`src/rtl/sha256_job_scheduler.sv`:
```
// sha256_job_scheduler: queues hash jobs, dispatches them round-robin to a
// pool of SHA-256 cores and reports each completion with its tag and core id.
module sha256_job_scheduler #(
    parameter int NUM_CORES  = 4,
    parameter int FIFO_DEPTH = 8,
    parameter int TAG_W      = 4
) (
    input  logic                          clk,
    input  logic                          reset_n,
    input  logic                          job_valid,
    output logic                          job_ready,
    input  logic [15:0]                   job_msg_addr,
    input  logic [15:0]                   job_out_addr,
    input  logic [TAG_W-1:0]              job_tag,
    output logic [NUM_CORES-1:0]          core_start,
    output logic [16*NUM_CORES-1:0]       core_message_addr,
    output logic [16*NUM_CORES-1:0]       core_output_addr,
    input  logic [NUM_CORES-1:0]          core_done,
    output logic                          cmp_valid,
    input  logic                          cmp_ready,
    output logic [TAG_W-1:0]              cmp_tag,
    output logic [2:0]                    cmp_core,
    output logic [$clog2(FIFO_DEPTH):0]   fifo_count,
    output logic                          busy
);
    localparam int AW = $clog2(FIFO_DEPTH);
    localparam int CW = AW + 1;

    typedef enum logic [1:0] {
        S_FREE,
        S_LAUNCH,
        S_RUN,
        S_PEND
    } core_st_e;

    logic [15:0]             r_q_msg [FIFO_DEPTH];
    logic [15:0]             r_q_out [FIFO_DEPTH];
    logic [TAG_W-1:0]        r_q_tag [FIFO_DEPTH];
    logic [AW-1:0]           r_wr_ptr;
    logic [AW-1:0]           r_rd_ptr;
    logic [CW-1:0]           r_count;
    logic                    r_rst_done;

    core_st_e                r_st [NUM_CORES];
    logic [TAG_W-1:0]        r_core_tag [NUM_CORES];
    logic [NUM_CORES-1:0]    r_rep;
    logic [NUM_CORES-1:0]    r_start;
    logic [16*NUM_CORES-1:0] r_msg;
    logic [16*NUM_CORES-1:0] r_out;
    logic [2:0]              r_disp_ptr;
    logic [2:0]              r_cmp_ptr;
    logic                    r_cmp_valid;
    logic [TAG_W-1:0]        r_cmp_tag;
    logic [2:0]              r_cmp_core;

    logic                    w_push;
    logic                    w_pop;
    logic                    w_hs;
    logic                    w_cmp_load;
    logic                    w_disp_hit;
    logic                    w_cmp_hit;
    logic [2:0]              w_disp_idx;
    logic [2:0]              w_cmp_idx;
    logic [TAG_W-1:0]        w_cmp_tag;
    logic [NUM_CORES-1:0]    w_free;
    logic [NUM_CORES-1:0]    w_pend;
    logic [NUM_CORES-1:0]    w_disp_oh;
    logic [NUM_CORES-1:0]    w_cmp_oh;
    logic [NUM_CORES-1:0]    w_hs_oh;

    function automatic logic [2:0] f_wrap(input logic [2:0] base, input int off);
        int s;
        s = int'(base) + off;
        if (s >= NUM_CORES) s = s - NUM_CORES;
        return 3'(s);
    endfunction

    // Ready is held low until the first clock after reset release.
    assign job_ready  = r_rst_done && (r_count < CW'(FIFO_DEPTH));
    assign w_push     = job_valid && job_ready;
    assign w_pop      = w_disp_hit && (r_count != '0);
    assign w_hs       = r_cmp_valid && cmp_ready;
    assign w_cmp_load = !r_cmp_valid || cmp_ready;

    always_comb begin
        w_free = '0;
        w_pend = '0;
        for (int i = 0; i < NUM_CORES; i++) begin
            w_free[i] = (r_st[i] == S_FREE);
            w_pend[i] = (r_st[i] == S_PEND) && !r_rep[i];
        end
    end

    // Rotating priority searches, starting after the last winner.
    always_comb begin
        w_disp_hit = 1'b0;
        w_disp_idx = '0;
        w_cmp_hit  = 1'b0;
        w_cmp_idx  = '0;
        for (int j = 0; j < NUM_CORES; j++) begin
            for (int i = 0; i < NUM_CORES; i++) begin
                if (!w_disp_hit && w_free[i] &&
                    3'(i) == f_wrap(r_disp_ptr, j)) begin
                    w_disp_hit = 1'b1;
                    w_disp_idx = 3'(i);
                end
                if (!w_cmp_hit && w_pend[i] &&
                    3'(i) == f_wrap(r_cmp_ptr, j)) begin
                    w_cmp_hit = 1'b1;
                    w_cmp_idx = 3'(i);
                end
            end
        end
    end

    always_comb begin
        w_disp_oh = '0;
        w_cmp_oh  = '0;
        w_hs_oh   = '0;
        w_cmp_tag = '0;
        for (int i = 0; i < NUM_CORES; i++) begin
            w_disp_oh[i] = w_pop && (w_disp_idx == 3'(i));
            w_cmp_oh[i]  = w_cmp_load && w_cmp_hit && (w_cmp_idx == 3'(i));
            w_hs_oh[i]   = w_hs && (r_cmp_core == 3'(i));
            if (w_cmp_idx == 3'(i)) w_cmp_tag = r_core_tag[i];
        end
    end

    always_ff @(posedge clk) begin
        if (w_push) begin
            r_q_msg[r_wr_ptr] <= job_msg_addr;
            r_q_out[r_wr_ptr] <= job_out_addr;
            r_q_tag[r_wr_ptr] <= job_tag;
        end
    end

    always_ff @(posedge clk or negedge reset_n) begin
        if (!reset_n) begin
            r_wr_ptr   <= '0;
            r_rd_ptr   <= '0;
            r_count    <= '0;
            r_rst_done <= 1'b0;
        end else begin
            r_rst_done <= 1'b1;
            if (w_push) r_wr_ptr <= r_wr_ptr + AW'(1);
            if (w_pop) r_rd_ptr <= r_rd_ptr + AW'(1);
            if (w_push && !w_pop) r_count <= r_count + CW'(1);
            else if (!w_push && w_pop) r_count <= r_count - CW'(1);
        end
    end

    always_ff @(posedge clk or negedge reset_n) begin
        if (!reset_n) begin
            for (int i = 0; i < NUM_CORES; i++) begin
                r_st[i]       <= S_FREE;
                r_core_tag[i] <= '0;
            end
            r_rep      <= '0;
            r_start    <= '0;
            r_msg      <= '0;
            r_out      <= '0;
            r_disp_ptr <= '0;
        end else begin
            r_start <= w_disp_oh;
            if (w_pop) r_disp_ptr <= f_wrap(w_disp_idx, 1);
            for (int i = 0; i < NUM_CORES; i++) begin
                case (r_st[i])
                    S_FREE: begin
                        if (w_disp_oh[i]) begin
                            r_st[i]            <= S_LAUNCH;
                            r_msg[16*i +: 16]  <= r_q_msg[r_rd_ptr];
                            r_out[16*i +: 16]  <= r_q_out[r_rd_ptr];
                            r_core_tag[i]      <= r_q_tag[r_rd_ptr];
                        end
                    end
                    S_LAUNCH: r_st[i] <= S_RUN;
                    S_RUN:    if (core_done[i]) r_st[i] <= S_PEND;
                    S_PEND:   if (w_hs_oh[i]) r_st[i] <= S_FREE;
                endcase
                if (w_cmp_oh[i]) r_rep[i] <= 1'b1;
                else if (w_hs_oh[i]) r_rep[i] <= 1'b0;
            end
        end
    end

    always_ff @(posedge clk or negedge reset_n) begin
        if (!reset_n) begin
            r_cmp_valid <= 1'b0;
            r_cmp_tag   <= '0;
            r_cmp_core  <= '0;
            r_cmp_ptr   <= '0;
        end else if (w_cmp_load) begin
            r_cmp_valid <= w_cmp_hit;
            if (w_cmp_hit) begin
                r_cmp_tag  <= w_cmp_tag;
                r_cmp_core <= w_cmp_idx;
                r_cmp_ptr  <= f_wrap(w_cmp_idx, 1);
            end
        end
    end

    assign core_start        = r_start;
    assign core_message_addr = r_msg;
    assign core_output_addr  = r_out;
    assign cmp_valid         = r_cmp_valid;
    assign cmp_tag           = r_cmp_tag;
    assign cmp_core          = r_cmp_core;
    assign fifo_count        = r_count;
    assign busy              = (r_count != '0) || !(&w_free) || r_cmp_valid;

endmodule

```
`config.mk`:
```
export PLATFORM = sky130hd
export DESIGN_NAME = sha256_job_scheduler
export DESIGN_NICKNAME = d
export VERILOG_FILES = /design/src/rtl/sha256_job_scheduler.sv
export SDC_FILE = /design/constraint.sdc
export NUM_CORES = 1
export LEC_CHECK = 0
export ABC_CLOCK_PERIOD_IN_PS = 6300
export CAP_MARGIN = 20
export CORE_MARGIN = 2
export CORE_UTILIZATION = 55
export DETAILED_ROUTE_END_ITERATION = 8
export GPL_ROUTABILITY_DRIVEN = 0
export PLACE_DENSITY_LB_ADDON = 0.15
export SLEW_MARGIN = 20
export SYNTH_ARGS = -nofsm -noshare
export SYNTH_HDL_FRONTEND = slang
export SYNTH_SLANG_ARGS = --single-unit
```
`constraint.sdc`:
```
create_clock -name clk -period 6.3 [get_ports clk]
set_input_delay 1.26 -clock clk [delete_from_list [all_inputs] [get_ports clk]]
set_output_delay 1.26 -clock clk [all_outputs]
set_load 0.01 [all_outputs]
```
==> impl_results.md <==
- Outcome: finished clean
- Reg2Reg Launch Point: r_st[6]
- Min Clock Period, post-route: 3.97 ns
- Worst path slowest cell: or4_1
- GR Overflow Total: 0
- Worst setup margin: about 2.3 ns
- Tot GR Track Use: 0.231
- Largest family of logic cells by synthesized area: multiplexers
- Die Y: 187 um
- Remaining routing DRC violations: 0
- Clk pwr share: 0.243
- Hold Path Sink: core_output_addr[15]
- ANT nets after route: 0
- Pint: 0.00752 W
- Slew Limit Fails: 0
- Final hold vios: 0
- Mux contribution to synthesized area: 0.114
- Delay-heaviest family, CP: simple AND/OR/NAND/NOR gates
- Drt total wl: a little under 40 mm
- Worst min path class: reg -> reg
- Seq cells post-synth: 472
- Iter 0 DRT Violations: between 800 and 900
- Critical path peak fanout: 8
- Die Wd: 187 um
- R2R Path End: fifo_count[3]
- Hold_buf cts: 0
- Peak supply drop: 0.254 mV
- Postcts setup bufs: 0
- Max Buffers Root-to-Sink: 3
- CORE AREA: around 33000 um2
- Compound-gate portion of the synthesized area: 0.0682
- Initial antenna violation count: 1
- Dpl hpwl: 25.0 mm
- Post-DR vias/cell: 5.63
- Synth cell types: 60
- Sw Share: 0.341
- Slew headroom: 0.386
- Bufs and invs on worst path: 1
- Final setup violation count: 0
- Largest net degree at the start of global routing: around 100
- Root Driver: clkbuf_16
- Area delta synth->final: 21.3%
- Combinational share of power: 0.369
- Clk Latency, worst-skew pair: 0.55 ns
- CTS resizes: 0
- I/O pins: 190
- Pre-CTS setup slack: 2.55 ns
- Final critical-path share of the clock period: 0.629
- Register area share after synthesis: 0.716
- Power per standard cell area: 509 nW/um2
- Max-Cap Viols: 0
- Cells taking the most area after synthesis: edfxtp_1, dfrtp_1, mux4_2
- Site Rows: 67
- CTS tree: yes
- Initial Util: 0.555
- RSZ-0062 raised after global routing: false
- Setup Skew: 0.0122 ns
- Top_reg_cell synth: edfxtp_1
- Fmax: 252 MHz
- Kind of critical path: reg -> out
- Post-Synth XOR/XNOR Area: 0.00426
- CTS buffer count: 47
- Data required, critical path: ~5 ns
- Mapped Cells: about 1200
- Hold depth: 2
- Reg2Reg Setup Slack: between 2 and 3 ns
- H-tree depth: 2
- Post-synthesis adder-cell area fraction: 0.0200
- Critical Path Start: fifo_count[0]
- IO Port Bufs: 188
- CTS clk-pin slew, worst paths: 0.06 ns
- TritonRoute pass-1 iters: 5
- Vias: between 10000 and 15000
- Simple-Gate Fraction of Synth Area: 0.0556
- HP Start: core_output_addr[15]
- Sink Count: approximately 470
- NumNets Final: 1441
- Post-synth EDFFs: 288
- Layout cells sized above 1: 0.136
- Tot Pwr: 0.0114 W
- Seq pwr share: 0.388
- Fin area: about 22000 um2
- Avg Cell Area, Syn: 15.7 um2
- Worst Setup End Kind: output pin
- Area of the multi-input gates: around 5000 um2
- Vias in the first global route: 10600
- Reg2reg path depth: 15
- Syn_nets: 1249
- CP Cell Sequence: or4_1 > or4_1 > clkdlybuf4s50_1
- Area of placed instances: about 21000 um2
- Least-Margin Pin Slew: about 0.92 ns
- Worst EP arrival: 2.71 ns
- Avg WL per Cell: 21.3 um
- First-pass GRT wire length: between 60 and 70 mm
- Synthesis warning total: 0
- Sequential Area: 13300 um2
- Worst Setup Start Kind: register
- Worst hold margin: 0.476 ns
- Top cell type's share of synthesized area: 0.467
- Die ar.: 35100 um2
- Max stage delay on crit path: 0.72 ns
- NetSw: between 0.003 and 0.004 W
- Critical path's most frequent cell: or4_1
- Leading area contributor after synthesis: edfxtp_1
- Fill count: between 2000 and 2500
- Static Leak: 8.46 nW
- Post-Syn Area: 18500 um2
- Post-route setup TNS: 0 ns
- Ys async rst share: 0.390
==> sequential cells by signal (all words and copies together) (netlist names), 4 cells and up <==
signal             cells
cmp_tag                4
core_message_addr     64
core_output_addr      64
core_start             4
fifo_count             4
r_core_tag            16
r_q_msg              128
r_q_out              128
r_q_tag               32
r_rep                  4
r_st                   8
==> cell families (layout without fill, tap and decap cells) <==
family,after synthesis,after routing
flip-flops,472,472
AND/OR/NAND/NOR,238,238
AO/OA/AOI/OAI,216,216
multiplexers,120,120
buffers and inverters,90,317
adder cells (fa/ha/maj),29,29
XOR/XNOR,9,9
other,2,3
==> per-stage QoR <==
step / utilization / std cells
3_5_place_dp: 0.626 / 1767
5_1_grt: 0.673 / 1851
4_1_cts: 0.673 / 1851
2_1_floorplan: - / 1176
6_report: 0.673 / 1852
3_3_place_gp: 0.626 / 1767
==> worst max path at each step <==
stage | slack [ns] | endpoint | cells after the start
2_1_floorplan | 1.64 | r_q_msg[0][0] | 4
3_3_place_gp | 2.62 | r_q_out[3][5] | 5
3_5_place_dp | 2.55 | r_q_out[3][5] | 5
6_report | 2.33 | busy | 3
4_1_cts | 2.31 | busy | 3
5_1_grt | 2.19 | busy | 3
==> Yosys cell counts, drive strengths merged (2+ instances only) <==
cell type / number
o22ai: 4
a21boi: 3
mux4: 72
ha: 28
mux2i: 38
dfrtp: 184
o221ai: 2
edfxtp: 288
o211ai: 7
nor2: 22
xor2: 4
a31oi: 4
and2: 6
mux2: 10
inv: 26
nand2: 169
a22o: 3
a21oi: 17
a22oi: 5
o21a: 4
nand4: 3
clkbuf: 32
nand2b: 8
nor3: 4
nor2b: 9
nor3b: 2
buf: 32
o2111ai: 2
nand3: 5
or3: 2
conb: 2
or4: 2
xnor2: 5
o21ai: 154
nand3b: 2
a221o: 2
==> worst register-to-register path, cell delays in order (launching register included) <==
cell	delay (ns)
dfrtp_1	0.40
inv_1	0.09
ha_1	0.39
inv_2	0.10
o221ai_1	0.21
and3_1	0.56
o21a_1	0.39
inv_1	0.08
ha_1	0.21
inv_1	0.12
ha_1	0.24
a21o_1	0.18
a21oi_1	0.17
xnor2_1	0.14
nor2_1	0.07
xor2_1	0.14
==> power groups by stage <==
stage | logic [W] | registers (W) | clock network [W]
final | 0.00421 | 0.00443 | 0.00277
after global routing | 0.00464 | 0.00453 | 0.00295
after CTS | 0.00426 | 0.00444 | 0.00282
after detailed placement | 0.00424 | 0.00450 | 0
after global placement | 0.00416 | 0.00448 | 0
after floorplan | 0.00249 | 0.00446 | 0
==> final cells by class <==
| class | count | area share |
|---|---|---|
| clock buffer | 60 | 0.0574 |
| sequential | 472 | 0.591 |
| multi-input combinational | 614 | 0.221 |
| timing repair buffer | 207 | 0.0903 |
| clock inverter | 24 | 0.0115 |
| inverter | 26 | 0.00435 |
| tap | 448 | 0.0250 |
| antenna | 1 | 0.000111 |
==> cell usage in the layout, fill, tap and decap left out, types with 24 or more instances in the layout <==
cell type        instances
mux4_2                  72
clkdlybuf4s50_1        187
clkbuf_16               49
nand2_1                169
ha_1                    28
inv_1                   24
edfxtp_1               288
dfrtp_1                181
mux2i_1                 38
o21ai_0                144
==> metal layers <==
metal	track usage	wire length (um)
met5	0	0
met4	0.0524	583
met3	0.0345	2020
met2	0.374	19000
met1	0.337	17900
(Power assumes the default switching activity.)
